$ cat src/rtl/mc_rv_core.sv
// Multi-cycle RV32I/RV64I integer core: FETCH/DECODE/EXEC/WB sequencer with an
// OP, OP-IMM and LUI datapath, ALU flags, debug view and sticky illegal halt.
module mc_rv_core #(
   parameter int unsigned     XLEN     = 32,
   parameter int unsigned     NREG     = 32,
   parameter logic [XLEN-1:0] PC_RESET = '0
) (
   input  logic            clk,
   input  logic            rst_n,
   output logic            imem_req,
   output logic [XLEN-1:0] imem_addr,
   input  logic            imem_valid,
   input  logic [31:0]     imem_rdata,
   input  logic [2:0]      dbg_sel,
   output logic [XLEN-1:0] dbg_data,
   output logic [3:0]      flags,
   output logic            retire,
   output logic            illegal,
   output logic [2:0]      state
);

   localparam int unsigned RW = $clog2(NREG);
   localparam int unsigned SW = $clog2(XLEN);

   localparam logic [6:0] OPC_OP  = 7'b0110011;
   localparam logic [6:0] OPC_OPI = 7'b0010011;
   localparam logic [6:0] OPC_LUI = 7'b0110111;

   typedef enum logic [2:0] {
      S_FETCH  = 3'd0,
      S_DECODE = 3'd1,
      S_EXEC   = 3'd2,
      S_WB     = 3'd3,
      S_HALT   = 3'd4
   } state_t;

   state_t          st;
   logic [XLEN-1:0] pc, a, b, f, retire_cnt;
   logic [31:0]     ir;
   logic [XLEN-1:0] regs [NREG];

   logic [6:0] opcode, funct7;
   logic [2:0] funct3;
   logic [4:0] rd, rs1, rs2;
   logic       is_op, is_opi, is_lui;

   assign opcode = ir[6:0];
   assign rd     = ir[11:7];
   assign funct3 = ir[14:12];
   assign rs1    = ir[19:15];
   assign rs2    = ir[24:20];
   assign funct7 = ir[31:25];
   assign is_op  = (opcode == OPC_OP);
   assign is_opi = (opcode == OPC_OPI);
   assign is_lui = (opcode == OPC_LUI);

   // Encoding legality, including register indices beyond a 16-entry file
   logic legal, shift_ok, idx_bad;
   always_comb begin
      legal    = 1'b0;
      shift_ok = (ir[31] == 1'b0) && (ir[29:26] == 4'd0) && ((XLEN == 64) || (ir[25] == 1'b0));
      idx_bad  = (NREG < 32) && ((ir[11] && (is_op || is_opi || is_lui)) ||
                                 (ir[19] && (is_op || is_opi)) ||
                                 (ir[24] && is_op));
      if (is_op) begin
         legal = (funct7 == 7'h00) ||
                 ((funct7 == 7'h20) && ((funct3 == 3'd0) || (funct3 == 3'd5)));
      end else if (is_opi) begin
         case (funct3)
            3'd1:    legal = shift_ok && (ir[30] == 1'b0);
            3'd5:    legal = shift_ok;
            default: legal = 1'b1;
         endcase
      end else if (is_lui) begin
         legal = 1'b1;
      end
      if (idx_bad) legal = 1'b0;
   end

   logic signed [11:0] imm_i;
   logic signed [31:0] imm_u;
   logic [XLEN-1:0]    imm, op2;
   assign imm_i = ir[31:20];
   assign imm_u = {ir[31:12], 12'h000};
   assign imm   = is_lui ? XLEN'(imm_u) : XLEN'(imm_i);
   assign op2   = is_op ? b : imm;

   // ALU result and flag generation
   logic [XLEN:0]   sum, diff;
   logic [SW-1:0]   shamt;
   logic [XLEN-1:0] alu_res;
   logic            zf, cf, of, sf;
   always_comb begin
      sum   = {1'b0, a} + {1'b0, op2};
      diff  = {1'b0, a} - {1'b0, op2};
      shamt = op2[SW-1:0];
      case (funct3)
         3'd0:    alu_res = (is_op && ir[30]) ? diff[XLEN-1:0] : sum[XLEN-1:0];
         3'd1:    alu_res = a << shamt;
         3'd2:    alu_res = XLEN'($signed(a) < $signed(op2));
         3'd3:    alu_res = XLEN'(a < op2);
         3'd4:    alu_res = a ^ op2;
         3'd5:    alu_res = ir[30] ? XLEN'($signed(a) >>> shamt) : (a >> shamt);
         3'd6:    alu_res = a | op2;
         default: alu_res = a & op2;
      endcase
      zf = (alu_res == '0);
      sf = alu_res[XLEN-1];
      cf = 1'b0;
      of = 1'b0;
      if (funct3 == 3'd0) begin
         if (is_op && ir[30]) begin
            cf = diff[XLEN];
            of = (a[XLEN-1] != op2[XLEN-1]) && (alu_res[XLEN-1] != a[XLEN-1]);
         end else begin
            cf = sum[XLEN];
            of = (a[XLEN-1] == op2[XLEN-1]) && (alu_res[XLEN-1] != a[XLEN-1]);
         end
      end
   end

   logic [XLEN-1:0] w_data, rd_a, rd_b;
   assign w_data = is_lui ? imm : f;
   assign rd_a   = (rs1 == 5'd0) ? '0 : regs[rs1[RW-1:0]];
   assign rd_b   = (rs2 == 5'd0) ? '0 : regs[rs2[RW-1:0]];

   // Sequencer and architectural state
   always_ff @(posedge clk) begin
      if (!rst_n) begin
         st         <= S_FETCH;
         pc         <= PC_RESET;
         ir         <= '0;
         a          <= '0;
         b          <= '0;
         f          <= '0;
         flags      <= '0;
         retire_cnt <= '0;
         illegal    <= 1'b0;
         retire     <= 1'b0;
         imem_req   <= 1'b1;
         for (int i = 0; i < NREG; i++) regs[i] <= '0;
      end else begin
         retire <= 1'b0;
         case (st)
            S_FETCH: begin
               if (imem_valid) begin
                  ir       <= imem_rdata;
                  pc       <= pc + XLEN'(4);
                  imem_req <= 1'b0;
                  st       <= S_DECODE;
               end
            end
            S_DECODE: begin
               a <= rd_a;
               b <= rd_b;
               if (legal) begin
                  st <= S_EXEC;
               end else begin
                  illegal <= 1'b1;
                  st      <= S_HALT;
               end
            end
            S_EXEC: begin
               f <= alu_res;
               if (!is_lui) flags <= {zf, cf, of, sf};
               retire <= 1'b1;
               st     <= S_WB;
            end
            S_WB: begin
               if (rd != 5'd0) regs[rd[RW-1:0]] <= w_data;
               retire_cnt <= retire_cnt + XLEN'(1);
               imem_req   <= 1'b1;
               st         <= S_FETCH;
            end
            S_HALT:  st <= S_HALT;
            default: st <= S_HALT;
         endcase
      end
   end

   assign imem_addr = pc;
   assign state     = st;

   always_comb begin
      case (dbg_sel)
         3'd0:    dbg_data = pc;
         3'd1:    dbg_data = XLEN'(ir);
         3'd2:    dbg_data = w_data;
         3'd3:    dbg_data = a;
         3'd4:    dbg_data = b;
         3'd5:    dbg_data = f;
         3'd6:    dbg_data = XLEN'(flags);
         default: dbg_data = retire_cnt;
      endcase
   end

endmodule

$ cat config.mk
export PLATFORM = sky130hd
export DESIGN_NAME = mc_rv_core
export DESIGN_NICKNAME = d
export VERILOG_FILES = /design/src/rtl/mc_rv_core.sv
export SDC_FILE = /design/constraint.sdc
export NUM_CORES = 2
export LEC_CHECK = 0
export ABC_AREA = 1
export CAP_MARGIN = 10
export CORE_ASPECT_RATIO = 1.1
export CORE_UTILIZATION = 53
export CTS_BUF_LIST = sky130_fd_sc_hd__clkbuf_4
export CTS_CLUSTER_DIAMETER = 60
export DETAILED_ROUTE_END_ITERATION = 10
export PLACE_DENSITY = 0.69
export REMOVE_ABC_BUFFERS = 1
export SETUP_SLACK_MARGIN = 0.2
export SLEW_MARGIN = 20
export SYNTH_ARGS = -nofsm -noshare
export SYNTH_HDL_FRONTEND = slang
export SYNTH_SLANG_ARGS = --single-unit
$ cat constraint.sdc
create_clock -name clk -period 6.35 [get_ports clk]
set_input_delay 1.27 -clock clk [delete_from_list [all_inputs] [get_ports clk]]
set_output_delay 1.27 -clock clk [all_outputs]
set_load 0.02 [all_outputs]
# --- Yosys cells after proc, flatten, opt, wreduce, memory -nomap -nowiden ---
# Memory sizes are Yosys's and may differ from the RTL's. A register that Yosys moved wholly into a read port is not among the register bits.
# Index checks and enable logic that the tools add are counted.
op_classes:
  shifts: 3
  muxes: 35
  reduce_logical: 24
  add_sub_neg: 4
  bitwise: 8
  n_lt_le_gt_ge: 2
  eq_ne: 23
ops:
  columns: ["op", "n"]
  rows:
  - ["$pmux 32 s7", 2]
  - ["$mux 32", 7]
  - ["$lt 32x32->1", 2]
  - ["$add 32x32->33", 1]
  - ["$sub 32x32->33", 1]
  - ["$add 32x1->32 const B", 1]
  - ["$add 32x3->32 const B", 1]
  - ["$and 32x32->32", 1]
  - ["$logic_not 32->1", 1]
  - ["$or 32x32->32", 1]
  - ["$reduce_or 32->1", 1]
  - ["$shl 32x5->32", 1]
  - ["$shr 32x5->32", 1]
  - ["$sshr 32x5->32", 1]
  - ["$xor 32x32->32", 1]
  - ["$mux 31", 1]
  - ["$mux 5", 5]
  - ["$eq 7x6->1 const B", 3]
  - ["$eq 3x2->1 const B", 6]
  - ["$eq 3x3->1 const B", 6]
  - ["$mux 1", 15]
  - ["$pmux 3 s4", 1]
  - ["$logic_not 5->1", 2]
  - ["$eq 3x1->1 const B", 3]
  - ["other kinds (15)", 34]
word_totals:
  in_bits: 38
  ram_bits: 1024
  regBits: 202
  n_memories: 1
memory_table:
  columns: ["memory", "words", "width", "rd", "rd_ports_with_merged_regs", "write_ports", "line", "text"]
  rows:
  - ["regs", 32, 32, 2, 2, 32, "40", "logic [XLEN-1:0] regs [NREG];"]

# --- Longest topological paths before layout ---
logic_depth:
  depth_word: 10
  depth_mapped: 33

# --- Worst setup path before layout ---
# OpenSTA, ideal clock, no wires.
synth_path:
  path_kind: "input -> output"
  from: "input port dbg_sel[2]"
  to: "output port dbg_data[4]"
  path_stages: 7
  slack_ns: 2.062
  arrival_ns: 3.018
  required_time_ns: 5.080
  cell_sequence: "clkbuf_1 > nor3_1 > clkinv_1 > clkbuf_1 > o221ai_1 > a211oi_1 > a21oi_1"
synth_via:
  elab_chain_len: 2
  elab_cells_between_ends: 8
synth_rtl:
  columns: ["element", "line", "text"]
  rows:
  - ["from (decl)", "14", "input logic [2:0] dbg_sel,"]
  - ["$eq 3x3->1, or another cell as far along", "185", "case (dbg_sel)"]
  - ["$pmux 32 s7 *", "185", null]
  - ["to (decl)", "15", "output logic [XLEN-1:0] dbg_data,"]
# Every way passes the cells marked *; elsewhere a longest branch is shown, timed or not.

# --- Worst setup path after layout ---
layout_path:
  from: "register ir[4]"
  to: "output port dbg_data[23]"
layout_via:
  elab_chain_len: 4
layout_rtl:
  columns: ["element", "line", "text"]
  rows:
  - ["from (decl)", "39", "logic [31:0] ir;"]
  - ["from (signal assigned)", "147", "ir <= imem_rdata;"]
  - ["$eq 7x6->1 *", "55", "assign is_lui = (opcode == OPC_LUI);"]
  - ["$mux 31", "85", "assign imm = is_lui ? XLEN'(imm_u) : XLEN'(imm_i);"]
  - ["$mux 32 *", "123", "assign w_data = is_lui ? imm : f;"]
  - ["$pmux 32 s7 *", "185", null]
# Marked as above.

==> reports/qor.log <==
INFO  route          routed-via-count=72837
INFO  logic_synthesis syn_avg_cell_area=8.32µm²
INFO  critical_path  type_of_element_launching_the_critical_path=flip-flop
INFO  route          drt_first_pass_iters=11
INFO  floorplan      chipHeight=391µm
INFO  min_path       min_delay_path_depth=2
INFO  floorplan      die_ar=139000µm²
INFO  layout         net_count_final=8797
INFO  layout         syn2layout_area_growth=9.03%
INFO  status         failed_checks=DRC
INFO  sta            fin_crit=5720ps
INFO  clock_network  cts_buffers=341
INFO  logic_synthesis synth_top_cell_area_share=42.2%
INFO  logic_synthesis cell_count_after_synthesis=8751
INFO  logic_synthesis postSynth.asyncResetShare=0%
INFO  floorplan      placeable_core_area=136000µm²
INFO  global_routing grt_max_degree=197
INFO  pwr            leakage=0.0277µW
INFO  clock_network  post-cts-setup-buffers=0
INFO  min_path       hold_path_startpoint=b[13]$_SDFFE_PN0N_
INFO  clock_network  tritoncts=yes
INFO  sta            setup_repair_after_global_routing_missed_its_margin=false
INFO  critical_path  kind_of_capture_point_of_the_worst_setup_path=output pin
INFO  logic_synthesis yosysWarningCount=0
INFO  placement      dpl_worst_slack=775ps
INFO  global_routing grt_antenna_before_repair=27
INFO  placement      gp_routability_congestion=1.11
INFO  placement      place_hpwl=217mm
INFO  sta            finalHoldViolations=0
INFO  logic_synthesis synth_enable_flop_cells=1024
INFO  route          drt_first_iter_violations=12223
INFO  layout         finish.utilization=58.3%
INFO  min_path       class_of_the_most_critical_hold_timing_path=flip-flop to flip-flop
INFO  sta            layout_worst_path_cycle_share=90.1%
INFO  clock_network  cts.hold.buffers_added=0
INFO  critical_path  regToRegStartpoint=ir[4]$_SDFFE_PN0P_
INFO  clock_network  tritoncts_num_sinks=1234
INFO  global_routing grt_first_pass_wirelength=470mm
INFO  global_routing vias_in_the_first_global_route=68090
INFO  pwr            max-vdd-ir-drop=0.000203V
INFO  route          average_vias_per_placed_instance=6.80
INFO  floorplan      pin_count=112
INFO  sta            finalMaxSlewViolations=0
INFO  sta            setup_slack=628ps
INFO  sta            final-setup-viol-count=0
INFO  logic_synthesis ys_top_cells_by_area=sky130_fd_sc_hd__edfxtp_1, sky130_fd_sc_hd__nand2_1, sky130_fd_sc_hd__nor2_1
INFO  logic_synthesis synth.ff_latch_count=1234
INFO  sta            timing_worst_slew_pin_value=1350ps
INFO  route          wl_per_cell=31.3µm
INFO  logic_synthesis yosysTopAreaCell=sky130_fd_sc_hd__edfxtp_1
INFO  sta            worst_slew_margin_relative_to_its_limit=10.3%
INFO  clock_network  clock_tree.root_cell=sky130_fd_sc_hd__clkbuf_4
INFO  route          antenna_left=0
INFO  critical_path  timing.rr.end=flags[3]$_SDFFE_PN0P_
INFO  route          drc_errors=6
INFO  logic_synthesis dominantRegCellSynth=sky130_fd_sc_hd__edfxtp_1
INFO  run            timing.max_cap.violations=0
INFO  floorplan      die_width=355µm
INFO  global_routing grt_overflow=0
INFO  floorplan      starting_density_of_the_core=53.4%
INFO  clock_network  clock_tree.htree_level_count=5
INFO  clock_network  cts.reportedPaths.clkPinSlew=70ps
INFO  critical_path  criticalPathCategory=flip-flop to output pin
INFO  critical_path  r2r.worst_path.cells=28
INFO  critical_path  timing.critical_path.arrival=4450ps
INFO  sta            max_clock_freq=175MHz
INFO  route          routed_wirelength=336mm
INFO  critical_path  worst_endpoint_required_time=5080ps
INFO  sta            setup_tns=0ps
INFO  logic_synthesis post_synth_num_cell_types=66
INFO  clock_network  clock_tree.buffer_depth=4
INFO  logic_synthesis synth_sequential_area_ratio=48.0%
INFO  status         run_status=finished with violations
INFO  global_routing global_route.usage.total=47.0%
INFO  critical_path  worst_setup_slack_for_register_to_register_paths=910ps
INFO  sta            fin_worst_skew=143ps
INFO  placement      io_buffers=109
INFO  critical_path  worst-path-max-fanout=32
INFO  layout         drive_gt1_share=9.60%
INFO  min_path       worstHoldEndpoint=b[13]$_SDFFE_PN0N_
INFO  clock_network  insertion_delay=1350ps
INFO  floorplan      placement_rows=142
INFO  pwr            power.density=260nW/µm²
INFO  logic_synthesis syn_area=72800µm²
INFO  clock_network  cts.repair.resized=0
## report_power, final
group / internal (µW) / leakage [µW] / switching, µW
clock network: 3400 / 0.00234 / 3450
registers: 9030 / 0.0123 / 262
logic: 1140 / 0.0131 / 3380
total: 13600 / 0.0277 / 7100
## per-layer routing
layer	vias up	part of all wire [%]	GRT usage, %
met3	1363	13	12.7
met5	-	0.041	0
met4	16	9.2	37.2
met1	34478	34	57.3
met2	6014	43	70.4
li1	30966	-	-
## cells by family after synthesis
group / count (synthesis) / synth area share [%]
xor gates and xnor gates: 13 / 0.156
muxes: 258 / 3.55
and+or+nand+nor: 3876 / 21.8
AOI/OAI and AO/OA: 2043 / 18.3
buffers and inverters: 1232 / 6.58
adders and majority gates: 94 / 1.63
other: 1 / 0.00515
DFF: 1234 / 48.0
## synth_stat cells (all sizes together), types with 210 or more instances
library cell and instances:
a32oi 259, clkbuf 681, nor2 1526, mux2i 258, inv 453, o211ai 293
dfxtp 210, nand2 1625, o21ai 476, a21oi 587, nand3 595, edfxtp 1024
o221ai 270
## state kept, by name, summed over array words and instances, names as in the netlist, 3 cells and up, named ones only
| name | count |
|---|---|
| state | 3 |
| retire_cnt | 32 |
| f | 32 |
| imem_addr | 30 |
| ir | 32 |
| a | 32 |
| regs | 1024 |
| flags | 4 |
| b | 32 |
## cell usage in the layout, fill, tap and decap left out, types with 9 or more instances in the layout
master and n:
sky130_fd_sc_hd__xor2_1 11, sky130_fd_sc_hd__o21bai_4 18, sky130_fd_sc_hd__buf_4 174, sky130_fd_sc_hd__clkbuf_4 465
sky130_fd_sc_hd__nand3_1 581, sky130_fd_sc_hd__dfxtp_1 200, sky130_fd_sc_hd__o211ai_1 293, sky130_fd_sc_hd__buf_12 20
sky130_fd_sc_hd__o21ai_0 441, sky130_fd_sc_hd__a2111oi_0 18, sky130_fd_sc_hd__mux2i_1 258, sky130_fd_sc_hd__edfxtp_1 1024
sky130_fd_sc_hd__a21oi_1 585, sky130_fd_sc_hd__a31oi_1 13, sky130_fd_sc_hd__clkdlybuf4s50_1 108, sky130_fd_sc_hd__nor3_1 54
sky130_fd_sc_hd__inv_1 433, sky130_fd_sc_hd__o21a_1 12, sky130_fd_sc_hd__conb_1 34, sky130_fd_sc_hd__o221ai_1 270
sky130_fd_sc_hd__nor4_1 15, sky130_fd_sc_hd__o21ai_1 33, sky130_fd_sc_hd__clkinv_2 12, sky130_fd_sc_hd__or2_2 20
sky130_fd_sc_hd__nand3_2 10, sky130_fd_sc_hd__ha_1 93, sky130_fd_sc_hd__clkinv_1 89, sky130_fd_sc_hd__a211oi_1 9
sky130_fd_sc_hd__a32oi_1 259, sky130_fd_sc_hd__o22ai_1 55, sky130_fd_sc_hd__nor2_1 1512, sky130_fd_sc_hd__inv_2 23
sky130_fd_sc_hd__nand4_1 22, sky130_fd_sc_hd__nand2_1 1567, sky130_fd_sc_hd__nand2_2 54, sky130_fd_sc_hd__diode_2 20
## worst max-delay path by stage
stage	endpoint	cells after the start	startpoint
2_1_floorplan	a[11]$_SDFFE_PN0N_	7	flip-flop
3_5_place_dp	dbg_data[23]	8	dbg_sel[1]
6_report	dbg_data[23]	8	ir[4]$_SDFFE_PN0P_
4_1_cts	dbg_data[12]	8	ir[4]$_SDFFE_PN0P_
3_3_place_gp	dbg_data[9]	9	dbg_sel[2]
5_1_grt	dbg_data[24]	8	dbg_sel[1]
## worst max-delay path, stage by stage, from the launching register on
cell,delay (ps)
sky130_fd_sc_hd__dfxtp_1,370
sky130_fd_sc_hd__nand2_2,110
sky130_fd_sc_hd__nor2_8,190
sky130_fd_sc_hd__nand2_4,280
sky130_fd_sc_hd__inv_2,130
sky130_fd_sc_hd__buf_4,530
sky130_fd_sc_hd__o21bai_4,500
sky130_fd_sc_hd__o211ai_1,400
sky130_fd_sc_hd__clkdlybuf4s50_1,660
## layout make-up
type	count	area [µm²]
Timing Repair Buffer	306	2900
Inverter	464	1770
Multi-Input combinational cell	6318	33500
Sequential cell	1234	35000
Fill cell	12249	56900
Clock buffer	465	3490
Clock inverter	98	409
Antenna cell	20	50.0
Tap cell	1800	2250
## through the flow
step / cells / hold slack [ps] / instance area, µm² / total power, µW
2_1_floorplan: 8016 / 443 / 69900 / 12200
6_report: 10705 / 466 / 79400 / 20700
3_5_place_dp: 10121 / 456 / 75400 / 13700
5_1_grt: 10691 / 416 / 79400 / 21300
3_3_place_gp: 10118 / 447 / 75300 / 13700
4_1_cts: 10684 / 384 / 79300 / 20400
No activity file was read; power rests on OpenSTA's default activity.
